<file path="src/rtl/cpu_ctrl_pkg.sv">
// Shared encodings for the multi-cycle CPU control sequencer: states, instruction classes,
// control-word codes and the K sign-extension helper.
package cpu_ctrl_pkg;

  localparam int unsigned KMaxW = 64;

  localparam logic [1:0] StFetch = 2'b00;
  localparam logic [1:0] StExec  = 2'b01;
  localparam logic [1:0] StMem   = 2'b10;
  localparam logic [1:0] StHalt  = 2'b11;

  localparam logic [1:0] ClsAlu = 2'b00;
  localparam logic [1:0] ClsLdi = 2'b01;
  localparam logic [1:0] ClsMem = 2'b10;
  localparam logic [1:0] ClsCtl = 2'b11;

  localparam logic [1:0] CtlBranch = 2'b00;
  localparam logic [1:0] CtlJump   = 2'b01;
  localparam logic [1:0] CtlHalt   = 2'b10;
  localparam logic [1:0] CtlNop    = 2'b11;

  localparam logic [4:0] MuxDMem    = 5'b00001;
  localparam logic [4:0] MuxDK      = 5'b00010;
  localparam logic [4:0] MuxDAlu    = 5'b00100;
  localparam logic [4:0] MuxDPc     = 5'b01000;
  localparam logic [4:0] MuxDStatus = 5'b10000;

  localparam logic [1:0] PsHold = 2'b00;
  localparam logic [1:0] PsInc  = 2'b01;
  localparam logic [1:0] PsRel  = 2'b10;
  localparam logic [1:0] PsReg  = 2'b11;

  // Sign-extends the low from_width bits of value to KMaxW; callers slice down to W.
  function automatic logic [KMaxW-1:0] sext(input logic [KMaxW-1:0] value,
                                             input int unsigned from_width);
    int unsigned sh;
    logic signed [KMaxW-1:0] tmp;
    sh  = KMaxW - from_width;
    tmp = $signed(value << sh);
    return tmp >>> sh;
  endfunction

endpackage

</file>
<file path="src/rtl/cpu_control_fsm_if.sv">
// Control-word bus between the sequencer (master) and the 16-bit datapath (slave).
interface cpu_control_fsm_if #(
  parameter int unsigned W    = 16,
  parameter int unsigned FS_W = 5
);
  logic [15:0]     IR;
  logic            mem_ready;
  logic            cond;
  logic [1:0]      PS;
  logic            IR_L;
  logic [2:0]      AA;
  logic [2:0]      BA;
  logic [2:0]      DA;
  logic            WR;
  logic            Clr;
  logic [FS_W-1:0] FS;
  logic            Cin;
  logic [4:0]      MuxD;
  logic            MuxA;
  logic [W-1:0]    K;
  logic            MemWrite;
  logic [1:0]      SS;
  logic [1:0]      state;
  logic            bus_err;

  modport master (
    input  IR, mem_ready, cond,
    output PS, IR_L, AA, BA, DA, WR, Clr, FS, Cin, MuxD, MuxA, K, MemWrite, SS, state, bus_err
  );

  modport slave (
    output IR, mem_ready, cond,
    input  PS, IR_L, AA, BA, DA, WR, Clr, FS, Cin, MuxD, MuxA, K, MemWrite, SS, state, bus_err
  );
endinterface

</file>
<file path="src/rtl/cpu_ctrl_timer.sv">
// Counts consecutive memory-wait cycles; expired_o flags the wait that would reach Timeout.
module cpu_ctrl_timer #(
  parameter int unsigned Timeout = 15
) (
  input  logic clk_i,
  input  logic rst_ni,
  input  logic clear_i,
  input  logic count_i,
  output logic expired_o
);
  localparam int unsigned CntW = $clog2(Timeout + 1);

  logic [CntW-1:0] cnt_q, cnt_d;

  always_comb begin
    cnt_d = cnt_q;
    if (clear_i) begin
      cnt_d = '0;
    end else if (count_i && (cnt_q != CntW'(Timeout))) begin
      cnt_d = cnt_q + 1'b1;
    end
  end

  // Combinational so a same-cycle mem_ready (which asserts clear_i) always wins.
  assign expired_o = count_i && !clear_i && (cnt_q == CntW'(Timeout - 1));

  always_ff @(posedge clk_i) begin
    if (!rst_ni) begin
      cnt_q <= '0;
    end else begin
      cnt_q <= cnt_d;
    end
  end
endmodule

</file>
<file path="src/rtl/cpu_control_fsm.sv">
// Registered FETCH/EXEC/MEM/HALT sequencer driving the datapath control word, with a
// memory-ready handshake, wait timeout and sticky bus error.
module cpu_control_fsm
  import cpu_ctrl_pkg::*;
#(
  parameter int unsigned W       = 16,
  parameter int unsigned FS_W    = 5,
  parameter int unsigned TIMEOUT = 15
) (
  input  logic                clk,
  input  logic                reset_n,
  cpu_control_fsm_if.master   bus_io
);
  logic [1:0] state_q, state_d;
  logic       bus_err_q, bus_err_d;
  logic       waiting, tmr_clear, tmr_expired;

  logic [1:0] cls, ctl;
  logic [KMaxW-1:0] k_ldi, k_br;

  logic [1:0]   ps;
  logic         ir_l, wr, clr, mem_write;
  logic [4:0]   muxd;
  logic [W-1:0] k;

  assign cls   = bus_io.IR[15:14];
  assign ctl   = bus_io.IR[13:12];
  assign k_ldi = sext({{(KMaxW-6){1'b0}}, bus_io.IR[5:0]}, 6);
  assign k_br  = sext({{(KMaxW-9){1'b0}}, bus_io.IR[8:0]}, 9);

  assign waiting   = ((state_q == StFetch) || (state_q == StMem)) && !bus_io.mem_ready;
  assign tmr_clear = !waiting;

  cpu_ctrl_timer #(
    .Timeout (TIMEOUT)
  ) u_timer (
    .clk_i     (clk),
    .rst_ni    (reset_n),
    .clear_i   (tmr_clear),
    .count_i   (waiting),
    .expired_o (tmr_expired)
  );

  always_comb begin
    ps        = PsHold;
    ir_l      = 1'b0;
    wr        = 1'b0;
    clr       = 1'b0;
    mem_write = 1'b0;
    muxd      = MuxDAlu;
    k         = '0;
    state_d   = state_q;
    bus_err_d = bus_err_q;

    case (state_q)
      StFetch: begin
        ir_l = 1'b1;
        if (bus_io.mem_ready) begin
          ps      = PsInc;
          state_d = StExec;
        end else if (tmr_expired) begin
          bus_err_d = 1'b1;
          state_d   = StHalt;
        end
      end
      StExec: begin
        state_d = StFetch;
        unique case (cls)
          ClsAlu: wr = 1'b1;
          ClsLdi: begin
            k    = k_ldi[W-1:0];
            muxd = MuxDK;
            wr   = 1'b1;
          end
          ClsMem: state_d = StMem;
          ClsCtl: begin
            unique case (ctl)
              CtlBranch: begin
                k  = k_br[W-1:0];
                ps = bus_io.cond ? PsRel : PsHold;
              end
              CtlJump:  ps = PsReg;
              CtlHalt:  state_d = StHalt;
              CtlNop:   state_d = StFetch;
            endcase
          end
        endcase
      end
      StMem: begin
        if (!bus_io.IR[13]) begin
          muxd = MuxDMem;
          wr   = bus_io.mem_ready;
        end else begin
          mem_write = 1'b1;
        end
        if (bus_io.mem_ready) begin
          state_d = StFetch;
        end else if (tmr_expired) begin
          bus_err_d = 1'b1;
          state_d   = StHalt;
        end
      end
      default: state_d = StHalt;
    endcase

    // Reset abandons any access in the same cycle, before the clock edge.
    if (!reset_n) begin
      ps        = PsHold;
      ir_l      = 1'b0;
      wr        = 1'b0;
      clr       = 1'b1;
      mem_write = 1'b0;
      muxd      = MuxDAlu;
      k         = '0;
    end
  end

  always_ff @(posedge clk) begin
    if (!reset_n) begin
      state_q   <= StFetch;
      bus_err_q <= 1'b0;
    end else begin
      state_q   <= state_d;
      bus_err_q <= bus_err_d;
    end
  end

  assign bus_io.PS       = ps;
  assign bus_io.IR_L     = ir_l;
  assign bus_io.AA       = bus_io.IR[5:3];
  assign bus_io.BA       = bus_io.IR[2:0];
  assign bus_io.DA       = bus_io.IR[8:6];
  assign bus_io.WR       = wr;
  assign bus_io.Clr      = clr;
  assign bus_io.FS       = FS_W'(bus_io.IR[13:9]);
  assign bus_io.Cin      = bus_io.IR[9];
  assign bus_io.MuxD     = muxd;
  assign bus_io.MuxA     = 1'b0;
  assign bus_io.K        = k;
  assign bus_io.MemWrite = mem_write;
  assign bus_io.SS       = bus_io.IR[10:9];
  assign bus_io.state    = state_q;
  assign bus_io.bus_err  = bus_err_q;
endmodule
</file>
<file path="src/flat_wrapper.sv">
// flat-port wrapper written by rule: the top's interface ports become plain ports
module cpu_control_fsm_flat import cpu_ctrl_pkg::*;
#(
  parameter int unsigned W       = 16,
  parameter int unsigned FS_W    = 5,
  parameter int unsigned TIMEOUT = 15
)
  (clk, reset_n, bus_io_IR, bus_io_mem_ready, bus_io_cond, bus_io_PS, bus_io_IR_L, bus_io_AA, bus_io_BA, bus_io_DA, bus_io_WR, bus_io_Clr, bus_io_FS, bus_io_Cin, bus_io_MuxD, bus_io_MuxA, bus_io_K, bus_io_MemWrite, bus_io_SS, bus_io_state, bus_io_bus_err);
  cpu_control_fsm_if #(.W(W), .FS_W(FS_W)) bus_io_i ();
  input  logic clk;
  input  logic reset_n;
  input wire logic [$bits(bus_io_i.IR)-1:0] bus_io_IR;
  input wire logic [$bits(bus_io_i.mem_ready)-1:0] bus_io_mem_ready;
  input wire logic [$bits(bus_io_i.cond)-1:0] bus_io_cond;
  output wire logic [$bits(bus_io_i.PS)-1:0] bus_io_PS;
  output wire logic [$bits(bus_io_i.IR_L)-1:0] bus_io_IR_L;
  output wire logic [$bits(bus_io_i.AA)-1:0] bus_io_AA;
  output wire logic [$bits(bus_io_i.BA)-1:0] bus_io_BA;
  output wire logic [$bits(bus_io_i.DA)-1:0] bus_io_DA;
  output wire logic [$bits(bus_io_i.WR)-1:0] bus_io_WR;
  output wire logic [$bits(bus_io_i.Clr)-1:0] bus_io_Clr;
  output wire logic [$bits(bus_io_i.FS)-1:0] bus_io_FS;
  output wire logic [$bits(bus_io_i.Cin)-1:0] bus_io_Cin;
  output wire logic [$bits(bus_io_i.MuxD)-1:0] bus_io_MuxD;
  output wire logic [$bits(bus_io_i.MuxA)-1:0] bus_io_MuxA;
  output wire logic [$bits(bus_io_i.K)-1:0] bus_io_K;
  output wire logic [$bits(bus_io_i.MemWrite)-1:0] bus_io_MemWrite;
  output wire logic [$bits(bus_io_i.SS)-1:0] bus_io_SS;
  output wire logic [$bits(bus_io_i.state)-1:0] bus_io_state;
  output wire logic [$bits(bus_io_i.bus_err)-1:0] bus_io_bus_err;
  assign bus_io_i.IR = bus_io_IR;
  assign bus_io_i.mem_ready = bus_io_mem_ready;
  assign bus_io_i.cond = bus_io_cond;
  assign bus_io_PS = bus_io_i.PS;
  assign bus_io_IR_L = bus_io_i.IR_L;
  assign bus_io_AA = bus_io_i.AA;
  assign bus_io_BA = bus_io_i.BA;
  assign bus_io_DA = bus_io_i.DA;
  assign bus_io_WR = bus_io_i.WR;
  assign bus_io_Clr = bus_io_i.Clr;
  assign bus_io_FS = bus_io_i.FS;
  assign bus_io_Cin = bus_io_i.Cin;
  assign bus_io_MuxD = bus_io_i.MuxD;
  assign bus_io_MuxA = bus_io_i.MuxA;
  assign bus_io_K = bus_io_i.K;
  assign bus_io_MemWrite = bus_io_i.MemWrite;
  assign bus_io_SS = bus_io_i.SS;
  assign bus_io_state = bus_io_i.state;
  assign bus_io_bus_err = bus_io_i.bus_err;
  cpu_control_fsm #(.W(W), .FS_W(FS_W), .TIMEOUT(TIMEOUT)) u_core (.clk(clk), .reset_n(reset_n), .bus_io(bus_io_i));
endmodule
</file>
<file path="config.mk">
export PLATFORM = sky130hd
export DESIGN_NAME = cpu_control_fsm_flat
export DESIGN_NICKNAME = d
export VERILOG_FILES = /design/src/rtl/cpu_ctrl_pkg.sv /design/src/rtl/cpu_control_fsm_if.sv /design/src/rtl/cpu_ctrl_timer.sv /design/src/rtl/cpu_control_fsm.sv /design/src/flat_wrapper.sv
export SDC_FILE = /design/constraint.sdc
export NUM_CORES = 1
export LEC_CHECK = 0
export ABC_AREA = 1
export CORE_UTILIZATION = 35
export DETAILED_ROUTE_END_ITERATION = 16
export PLACE_DENSITY = 0.85
export SLEW_MARGIN = 5
export SYNTH_ARGS = -nofsm -noshare
export SYNTH_HDL_FRONTEND = slang
export SYNTH_SLANG_ARGS = --single-unit
</file>
<file path="constraint.sdc">
create_clock -name clk -period 4.8 [get_ports clk]
set_clock_uncertainty 0.05 [all_clocks]
set_input_delay 0.96 -clock clk [delete_from_list [all_inputs] [get_ports clk]]
set_output_delay 0.96 -clock clk [all_outputs]
set_load 0.005 [all_outputs]
</file>
==> summary.txt <==
Ys Warns -> 0
Worst path required time -> 3.79 ns
Port bufs -> 55
Final Hold Fails -> 0
Largest net degree at the start of global routing -> 9
Clock Tree Buf Depth -> 2
Clock-pin slew on the worst setup and hold paths -> 0.05 ns
Rows -> 17
Die W -> 51.5 um
Max-slew violations -> 0
Number of vias per cell -> 4.54
RePlAce Congestion -> 0.798
Multi-input gate area -> 432 um^2
Fin nets -> 201
Distinct cells, synth -> 17
Final worst-path cycle share -> 0.808
Avg Inst Size Synth -> 6.12 um^2
Crit Path Class -> in2out
Drt drc -> 0
Most common cell after layout, fill and taps aside -> clkdlybuf4s50_1
Clock root cell -> clkbuf_4
Cells after Synth -> 140
Routed Antenna Nets -> 0
Post-synthesis cell area -> 857 um^2
Post-CTS sizing -> 0
Clk sink count -> 7
H-tree depth -> 1
Lkg Pwr -> 0.571 nW
Drt first pass iters -> 4
Total grt overflow -> 0
Seq cells post-synth -> 7
Starting Density -> 0.380
Setup crit start kind -> input port
Setup violations, final -> 0
HPWL Detailed -> 1790 um
Initial antenna violation count -> 0
Die H -> 51.5 um
Post-CTS Setup Repair Bufs -> 0
Critical-path maximum fanout -> 8
First-pass GRT wire length -> 3160 um
Vias in the first global route -> 776
1st-iter DRT viols -> 12
Total GRT Usage -> 0.158
Post-layout util -> 0.565
Most frequent cells in the layout -> 55 x clkdlybuf4s50_1, 25 x nand2_1, 22 x inv_1, 20 x nor2_1, 9 x a21oi_1
Sequential fraction of the synthesis area -> 0.164
Clk Latency, worst-skew pair -> 0.26 ns
Pwr dens -> 154 nW/um^2
Maximum vdd drop -> 0.000159 V
Maxcap violations -> 0
Max Clk Rate -> 258 MHz
Worst Hold Class -> reg2reg
DR vias -> 918
RSZ-0062 raised after global routing -> no
Status -> finished, final reports clean
P&R area growth vs syn -> 48.6%
Core ar. -> 2250 um^2
Number of top-level pins -> 68
Final setup TNS -> 0 ns
FF/Latch Area -> 140 um^2
Number of buffers created by CTS -> 3
Hold-fix buffers, CTS -> 0
Crit. End Element -> output pin
DR WL/cell -> 10.6 um
WP data arrival -> 2.87 ns
WL final -> 2140 um
Clock tree from TritonCTS -> built
Fill cells -> 208
Fraction of layout instances using a drive strength above 1 -> 0.0690
Clock period minus final worst setup slack -> 3.88 ns
Antenna cells -> 0
Die area -> 2650 um^2
==> cell families after synthesis <==
kind of cell	synth area share
flops	0.163
buf+inv	0.342
fa+ha+maj	0.0876
compound gates	0.123
other cells	0.00438
simple gates	0.280
==> critical path, stage by stage <==
cell and delay (ns):
clkdlybuf4s50_1 0.48, nor2_1 0.30, nand3_1 0.12, a21oi_1 0.40, clkdlybuf4s50_1 0.61
==> layout make-up <==
class / count / share of cell area
clock buffers: 4 / 0.0206
flip-flops and latches: 7 / 0.110
repair buffers: 55 / 0.432
inverters: 24 / 0.0707
multi-input cells: 84 / 0.339
well taps: 28 / 0.0275
==> flip-flops by register name (all words and copies together) (netlist names) <==
signal                 flops
u_core.bus_io.bus_err      1
u_core.bus_io.state        2
u_core.u_timer.cnt_q       4
==> path summary, 6_finish.rpt <==
path                               start  cells past startpoint  slack [ns]                     end
setup / recovery           bus_io_IR[12]                      5        0.92            bus_io_K[15]
hold reg to reg    u_core.bus_io.bus_err                      2        0.40   u_core.bus_io.bus_err
setup reg to reg  u_core.bus_io.state[0]                      8        3.39  u_core.bus_io.state[1]
hold / removal     u_core.bus_io.bus_err                      2        0.40   u_core.bus_io.bus_err
==> synth_stat cells <==
cell / count / share of area
a21boi_2: 1 / 0.013
a21oi_1: 9 / 0.053
a21oi_2: 1 / 0.010
buf_4: 27 / 0.24
conb_1: 1 / 0.0044
dfxtp_1: 7 / 0.16
ha_1: 6 / 0.088
inv_1: 22 / 0.096
inv_2: 2 / 0.0088
nand2_1: 25 / 0.11
nand2_2: 4 / 0.029
nand3_1: 8 / 0.047
nand4_1: 1 / 0.0073
nor2_1: 20 / 0.088
o2111a_1: 1 / 0.013
o21ai_0: 4 / 0.023
o21ai_2: 1 / 0.010
==> stage by stage <==
| step | area, um^2 | hold WS [ns] | setup WS (ns) | total power [mW] | std cells |
|---|---|---|---|---|---|
| 6_report | 1270 | 0.402 | 0.921 | 0.196 | 202 |
| 5_1_grt | 1270 | 0.436 | 0.768 | 0.209 | 202 |
| 2_1_floorplan | 865 | 0.397 | 1.93 | 0.110 | 142 |
| 3_3_place_gp | 1250 | 0.398 | 0.988 | 0.140 | 198 |
| 3_5_place_dp | 1250 | 0.402 | 0.899 | 0.142 | 198 |
| 4_1_cts | 1270 | 0.409 | 0.895 | 0.197 | 202 |
==> per-layer routing <==
metal,vias up,part of all wire,wire [um],GRT usage
met5,-,0,0,0
met4,0,0.016,34,0.0676
met3,4,0.095,202,0.0357
met2,44,0.52,1110,0.316
met1,405,0.37,788,0.148
li1,465,-,-,-
==> power breakdown <==
group | switching [mW] | internal, mW | total [mW]
Clock | 0.0231 | 0.0318 | 0.0549
Combinational | 0.0337 | 0.0422 | 0.0759
Sequential | 0.00395 | 0.0612 | 0.0651
Power figures use the tool's default switching activity.
